===== src/rtl/if_id_stage_pkg.sv =====
// Shared definitions for the IF/ID pipeline register slice:
// register-field positions, counter width and the stage bundle.
package if_id_stage_pkg;

  localparam logic [4:0] XZR = 5'd31;
  localparam int RN_LSB = 5;
  localparam int RM_LSB = 16;
  localparam int RT_LSB = 0;
  localparam int COUNTER_W = 16;

  typedef struct packed {
    logic [63:0] pc;
    logic [31:0] instr;
    logic        valid;
  } if_id_t;

  function automatic logic [4:0] reg_field(
    input logic [31:0] instr,
    input int          lsb
  );
    return instr[lsb +: 5];
  endfunction

endpackage


===== src/rtl/if_id_stage_if.sv =====
// Fetch-side inputs, ID/EX hazard inputs and IF/ID outputs
// bundled for the if_id_stage slice.
interface if_id_stage_if;
  import if_id_stage_pkg::*;

  logic [63:0]          PC_in;
  logic [31:0]          instruction_in;
  logic                 imem_valid;
  logic                 flush;
  logic                 ID_EX_MemRead;
  logic [4:0]           ID_EX_write_register;
  logic [63:0]          PC_out;
  logic [31:0]          instruction_out;
  logic                 valid_out;
  logic [4:0]           rn_out;
  logic [4:0]           rm_out;
  logic [4:0]           rt_out;
  logic                 PC_write;
  logic                 bubble;
  logic [COUNTER_W-1:0] stall_count;
  logic [COUNTER_W-1:0] flush_count;

  modport master (
    output PC_in, instruction_in, imem_valid, flush,
    output ID_EX_MemRead, ID_EX_write_register,
    input  PC_out, instruction_out, valid_out,
    input  rn_out, rm_out, rt_out,
    input  PC_write, bubble, stall_count, flush_count
  );

  modport slave (
    input  PC_in, instruction_in, imem_valid, flush,
    input  ID_EX_MemRead, ID_EX_write_register,
    output PC_out, instruction_out, valid_out,
    output rn_out, rm_out, rt_out,
    output PC_write, bubble, stall_count, flush_count
  );

endinterface


===== src/rtl/if_id_stage_hazard_detect.sv =====
// Load-use hazard compare between the IF/ID source fields
// and the load destination held in ID/EX.
module hazard_detect
  import if_id_stage_pkg::*;
(
  input  logic       valid_i,
  input  logic       mem_read_i,
  input  logic [4:0] write_register_i,
  input  logic [4:0] rn_i,
  input  logic [4:0] rm_i,
  input  logic [4:0] rt_i,
  output logic       load_use_o
);

  logic hit;

  assign hit = (write_register_i == rn_i)
             | (write_register_i == rm_i)
             | (write_register_i == rt_i);

  // XZR reads as zero, so a load targeting it never forwards
  assign load_use_o = valid_i & mem_read_i
                    & (write_register_i != XZR) & hit;

endmodule


===== src/rtl/if_id_stage_sat_counter.sv =====
// Saturating up-counter used for the stall/flush statistics.
module sat_counter #(
  parameter int W = 16
) (
  input  logic         clk,
  input  logic         rst_n,
  input  logic         inc_i,
  output logic [W-1:0] count_o
);

  logic [W-1:0] count_q;
  logic [W-1:0] count_d;

  always_comb begin
    count_d = count_q;
    if (inc_i && (count_q != '1)) begin
      count_d = count_q + W'(1);
    end
  end

  always_ff @(posedge clk or negedge rst_n) begin
    if (!rst_n) count_q <= '0;
    else        count_q <= count_d;
  end

  assign count_o = count_q;

endmodule


===== src/rtl/if_id_stage.sv =====
// IF/ID pipeline register with load-use stall, branch flush
// and saturating stall/flush counters.
module if_id_stage
  import if_id_stage_pkg::*;
(
  input  logic         clock,
  input  logic         reset,
  if_id_stage_if.slave bus
);

  if_id_t     q;
  if_id_t     d;
  logic       load_use;
  logic [4:0] rn;
  logic [4:0] rm;
  logic [4:0] rt;

  assign rn = reg_field(q.instr, RN_LSB);
  assign rm = reg_field(q.instr, RM_LSB);
  assign rt = reg_field(q.instr, RT_LSB);

  hazard_detect u_hazard (
    .valid_i          (q.valid),
    .mem_read_i       (bus.ID_EX_MemRead),
    .write_register_i (bus.ID_EX_write_register),
    .rn_i             (rn),
    .rm_i             (rm),
    .rt_i             (rt),
    .load_use_o       (load_use)
  );

  // flush and load_use may overlap, hence priority
  always_comb begin
    d = q;
    priority case (1'b1)
      bus.flush: d = '0;
      load_use:  d = q;
      bus.imem_valid: begin
        d.pc    = bus.PC_in;
        d.instr = bus.instruction_in;
        d.valid = 1'b1;
      end
      default: begin
        d.instr = '0;
        d.valid = 1'b0;
      end
    endcase
  end

  always_ff @(posedge clock or negedge reset) begin
    if (!reset) q <= '0;
    else        q <= d;
  end

  sat_counter #(.W(COUNTER_W)) u_stall_cnt (
    .clk     (clock),
    .rst_n   (reset),
    .inc_i   (~bus.flush & load_use),
    .count_o (bus.stall_count)
  );

  sat_counter #(.W(COUNTER_W)) u_flush_cnt (
    .clk     (clock),
    .rst_n   (reset),
    .inc_i   (bus.flush & q.valid),
    .count_o (bus.flush_count)
  );

  assign bus.PC_out          = q.pc;
  assign bus.instruction_out = q.instr;
  assign bus.valid_out       = q.valid;
  assign bus.rn_out          = rn;
  assign bus.rm_out          = rm;
  assign bus.rt_out          = rt;
  assign bus.PC_write = reset
                      & (bus.flush | (bus.imem_valid & ~load_use));
  assign bus.bubble   = ~reset | load_use | ~q.valid;

endmodule


===== src/flat_wrapper.sv =====
// flat-port wrapper written by rule: the top's interface ports become plain ports
module if_id_stage_flat import if_id_stage_pkg::*;
  (clock, reset, bus_PC_in, bus_instruction_in, bus_imem_valid, bus_flush, bus_ID_EX_MemRead, bus_ID_EX_write_register, bus_PC_out, bus_instruction_out, bus_valid_out, bus_rn_out, bus_rm_out, bus_rt_out, bus_PC_write, bus_bubble, bus_stall_count, bus_flush_count);
  if_id_stage_if bus_i ();
  input  logic clock;
  input  logic reset;
  input wire logic [$bits(bus_i.PC_in)-1:0] bus_PC_in;
  input wire logic [$bits(bus_i.instruction_in)-1:0] bus_instruction_in;
  input wire logic [$bits(bus_i.imem_valid)-1:0] bus_imem_valid;
  input wire logic [$bits(bus_i.flush)-1:0] bus_flush;
  input wire logic [$bits(bus_i.ID_EX_MemRead)-1:0] bus_ID_EX_MemRead;
  input wire logic [$bits(bus_i.ID_EX_write_register)-1:0] bus_ID_EX_write_register;
  output wire logic [$bits(bus_i.PC_out)-1:0] bus_PC_out;
  output wire logic [$bits(bus_i.instruction_out)-1:0] bus_instruction_out;
  output wire logic [$bits(bus_i.valid_out)-1:0] bus_valid_out;
  output wire logic [$bits(bus_i.rn_out)-1:0] bus_rn_out;
  output wire logic [$bits(bus_i.rm_out)-1:0] bus_rm_out;
  output wire logic [$bits(bus_i.rt_out)-1:0] bus_rt_out;
  output wire logic [$bits(bus_i.PC_write)-1:0] bus_PC_write;
  output wire logic [$bits(bus_i.bubble)-1:0] bus_bubble;
  output wire logic [$bits(bus_i.stall_count)-1:0] bus_stall_count;
  output wire logic [$bits(bus_i.flush_count)-1:0] bus_flush_count;
  assign bus_i.PC_in = bus_PC_in;
  assign bus_i.instruction_in = bus_instruction_in;
  assign bus_i.imem_valid = bus_imem_valid;
  assign bus_i.flush = bus_flush;
  assign bus_i.ID_EX_MemRead = bus_ID_EX_MemRead;
  assign bus_i.ID_EX_write_register = bus_ID_EX_write_register;
  assign bus_PC_out = bus_i.PC_out;
  assign bus_instruction_out = bus_i.instruction_out;
  assign bus_valid_out = bus_i.valid_out;
  assign bus_rn_out = bus_i.rn_out;
  assign bus_rm_out = bus_i.rm_out;
  assign bus_rt_out = bus_i.rt_out;
  assign bus_PC_write = bus_i.PC_write;
  assign bus_bubble = bus_i.bubble;
  assign bus_stall_count = bus_i.stall_count;
  assign bus_flush_count = bus_i.flush_count;
  if_id_stage u_core (.clock(clock), .reset(reset), .bus(bus_i));
endmodule

===== config.mk =====
export PLATFORM = sky130hd
export DESIGN_NAME = if_id_stage_flat
export DESIGN_NICKNAME = d
export VERILOG_FILES = /design/src/rtl/if_id_stage_pkg.sv /design/src/rtl/if_id_stage_if.sv /design/src/rtl/if_id_stage_hazard_detect.sv /design/src/rtl/if_id_stage_sat_counter.sv /design/src/rtl/if_id_stage.sv /design/src/flat_wrapper.sv
export SDC_FILE = /design/constraint.sdc
export NUM_CORES = 1
export LEC_CHECK = 0
export BUFFER_PORTS_ARGS = -buffer_cell sky130_fd_sc_hd__clkbuf_2
export CORE_MARGIN = 5
export CORE_UTILIZATION = 43
export DETAILED_ROUTE_END_ITERATION = 10
export PLACE_DENSITY = 0.74
export SYNTH_ARGS = -nofsm -noshare
export SYNTH_HDL_FRONTEND = slang
export SYNTH_SLANG_ARGS = --single-unit

===== constraint.sdc =====
create_clock -name clock -period 1.9 [get_ports clock]
set_input_delay 0.19 -clock clock [delete_from_list [all_inputs] [get_ports clock]]
set_output_delay 0.19 -clock clock [all_outputs]
set_load 0.01 [all_outputs]

==> results.toml <==
[floorplanning]
dieArea_um2 = 15770
fp.coreArea_um2 = 13190
rows = 42
die_w_um = 125.6
die_h_um = 125.6
start_util = 0.4355
pin_count = 252

[worst_hold_path]
hold_path_class = "in -> reg"

[setup_path]
worst_ep_required_time_ps = 2180
crit_path_max_fanout = 6
cp_top_family = "buffers and inverters"
crit_path_top_delay_cell = "dfrtp_1"
worstSetupEndpointType = "register"
cp.arrival_ps = 2410
path_cells = "xnor2_2 > nand3_2 > nor3_4 > buf_6 > o31ai_4 > buf_12 > buf_6 > buf_12 > clkbuf_16 > mux2i_1 > nor2_1"
cp-start-kind = "register"
worstSetupPathType = "reg -> reg"
path_buf_inv = 5
cpPeakStageDelay_ps = 410
r2r_setup_slack_ps = -230

[synthesis]
synth_edf_count = 0
synthCells = 541
seq_area_frac_synth = 0.5620
synth.avg_cell_area_um2 = 10.62
syn_nets = 649
postSynth.topFlopCell = "dfrtp_1"
synth.top_cell.area_share = 0.5620
synth_top_area_cell = "dfrtp_1"
synth.area.top_cells = "dfrtp_1 (56%), mux2i_1 (11%), nor2_1 (5.0%)"
synth_seq_cells = 129
ys.warnings.count = 0
synthArstFlopShare = 1.000
syn_area_um2 = 5744
yosys.cell_types.count = 33

[layout]
final_area_um2 = 8753
syn_to_final_growth_pct = 52.39
multi_input_area_um2 = 2481
fillCellCount = 1052
insertedDiodeCount = 0
fin_nets = 950
drive_above_1_share = 0.4573
final-seq-area_um2 = 3228

[route]
drt-pass1-iter-count = 4
viasPerCell = 4.982
vias = 5136
ant_nets = 0
wirelength_um = 16900
drtIter0Drc = 309
wire_per_inst_um = 16.39
drc_errors = 0

[power]
power_leakage_uw = 0.004818
pwr-share-comb = 0.156
clkPwrFrac = 0.442
intPower_uw = 5679
switching_share = 0.2555
power_density_nw_per_um2 = 871.5
switchingPower_uw = 1949
max-vdd-ir-drop_mv = 0.4750
p_seq_frac = 0.402

[run_status]
violations = "setup timing"
status = "finished with violations"

[timing]
finalClockSkew_ps = 9.058
fmax_mhz = 469.7
worst_slack_ps = -229.2
fin_crit_ps = 2129
relSlewSlack = 0.6326
drv_slew = 0
worst_pin_slew_ps = 546.9
hold_viol = 0
setup_viol = 77
min_period_over_period = 1.121
rsz0062_at_grt = "yes"

[global_route]
grt_max_degree = 84
grt_antenna_before_repair = 0
grt_overflow = 0
grt_usage = 0.2050
grt_pass1_wl_um = 26350
grt_pass1_vias = 5301

[clocking]
cts_buffers = 17
cts_tree = "yes"
worstSkewPairLatency_ps = 410
clkSinkCount = 129
htree_levels = 4
clkTransAtPathRegs_ps = 60
cts_buffer_depth = 2
root_buffer = "clkbuf_16"

[placement]
place.gp.congestion = 0.8215
portBuffers = 251
hpwl_um = 11400
placed_area_um2 = 7456
pre_cts_slack_ps = -38.24

[run]
maxCapViolCount = 0
[tightest hold or removal path, stage by stage]
cell      delay (ps)
clkbuf_2          90
nand3_2           60
a21oi_1           50
[sequential cells by signal (all words and copies together), names as in the netlist]
| name | count |
|---|---|
| u_core.bus.instruction_out | 32 |
| u_core.u_stall_cnt.count_o | 16 |
| u_core.u_flush_cnt.count_o | 16 |
| u_core.bus.valid_out | 1 |
| u_core.bus.PC_out | 64 |
[path summary, 6_finish.rpt]
path	cells past startpoint	from	end
worst max-delay path	11	u_core.bus.instruction_out[20]$_DFFE_PN0P_	u_core.bus.PC_out[63]$_DFFE_PN0P_
worst min-delay path	3	bus_instruction_in[8]	u_core.bus.instruction_out[8]$_DFFE_PN0P_
worst max register to register	11	u_core.bus.instruction_out[20]$_DFFE_PN0P_	u_core.bus.PC_out[63]$_DFFE_PN0P_
worst min register to register	1	u_core.u_stall_cnt.count_o[6]$_DFFE_PN0P_	u_core.u_stall_cnt.count_o[6]$_DFFE_PN0P_
max in group asynchronous	3	reset	u_core.u_stall_cnt.count_o[15]$_DFFE_PN0P_
min in group asynchronous	2	reset	u_core.bus.PC_out[48]$_DFFE_PN0P_
[routing by layer]
metal | routed length (um) | track usage | vias to the layer above
li1 | - | - | 2436
met1 | 6948 | 0.2595 | 2461
met2 | 8491 | 0.3357 | 212
met3 | 1190 | 0.06055 | 27
met4 | 264 | 0.07334 | 0
met5 | 0 | 0 | -
[per-stage QoR]
stage          hold WS [ps]    util  cells  TNS, ps  power, uW
2_1_floorplan        -105.6       -    541        0       3616
3_3_place_gp          49.42  0.5653    971        0       4172
3_5_place_dp          52.80  0.5653    971   -148.6       4197
4_1_cts               7.027  0.6296   1015    -9387       7662
5_1_grt               18.05  0.6636   1031   -17820       7957
6_report              21.01  0.6636   1031    -8585       7628
[layout make-up]
| class | count | area share |
|---|---|---|
| flip-flops and latches | 129 | 0.3688 |
| repair buffers | 328 | 0.2506 |
| well taps | 176 | 0.02516 |
| clock inverters | 12 | 0.01787 |
| clock buffers | 20 | 0.05332 |
| inverters | 2 | 0.0008576 |
| multi-input cells | 364 | 0.2834 |
[placed cells by master (no fill, tap or decap), drive strengths merged, types with 7 or more instances in the layout]
master	netlist	layout
clkbuf	23	273
nand4	7	7
nand2	49	49
xor2	21	21
buf	23	74
a21oi	33	33
nor3	10	10
mux2i	64	64
nor2	77	77
dfrtp	129	129
xnor2	23	23
nand3	48	48
[synthesized netlist by cell type, types with 3 or more instances]
master      n
xor2_1     21
nand3_1    48
buf_4      20
buf_2       3
dfrtp_1   129
nor4_1      4
nand2_1    49
mux2i_1    64
xnor2_1    23
o21ai_0     3
and3_1      5
clkbuf_1   23
nor2_1     77
nor4b_1     3
a21oi_1    33
nor3_1      8
nand4_1     7
[cell families (layout without fill, tap and decap cells)]
group	after synthesis	count (layout)	synth area share
AND/OR/NAND/NOR	209	209	0.1645
flip-flops	129	129	0.5620
multiplexers	66	66	0.1154
buffers and inverters	48	362	0.04509
XOR/XNOR	44	44	0.06709
AO/OA/AOI/OAI	43	43	0.04161
adder cells (fa/ha/maj)	2	2	0.004356
[power by group through the flow]
stage	registers (uW)	clock network (uW)	logic, uW
floorplan	3190	0	424
finish	3070	3370	1190
global route	3090	3560	1300
CTS	3060	3440	1160
detailed placement	3110	0	1090
global placement	3100	0	1070
[timing repair]
| item | 4_1_cts | 5_1_grt |
|---|---|---|
| endpoints found under the setup margin | 14 | 110 |
| hold endpoints to repair | 93 | 0 |
| resized for setup | 17 | 45 |
| pin swaps | 5 | 24 |
| cloned | 2 | 6 |
| setup buffers | 10 | 12 |
| hold buffers | 1 | 0 |
Power figures use the tool's default switching activity.
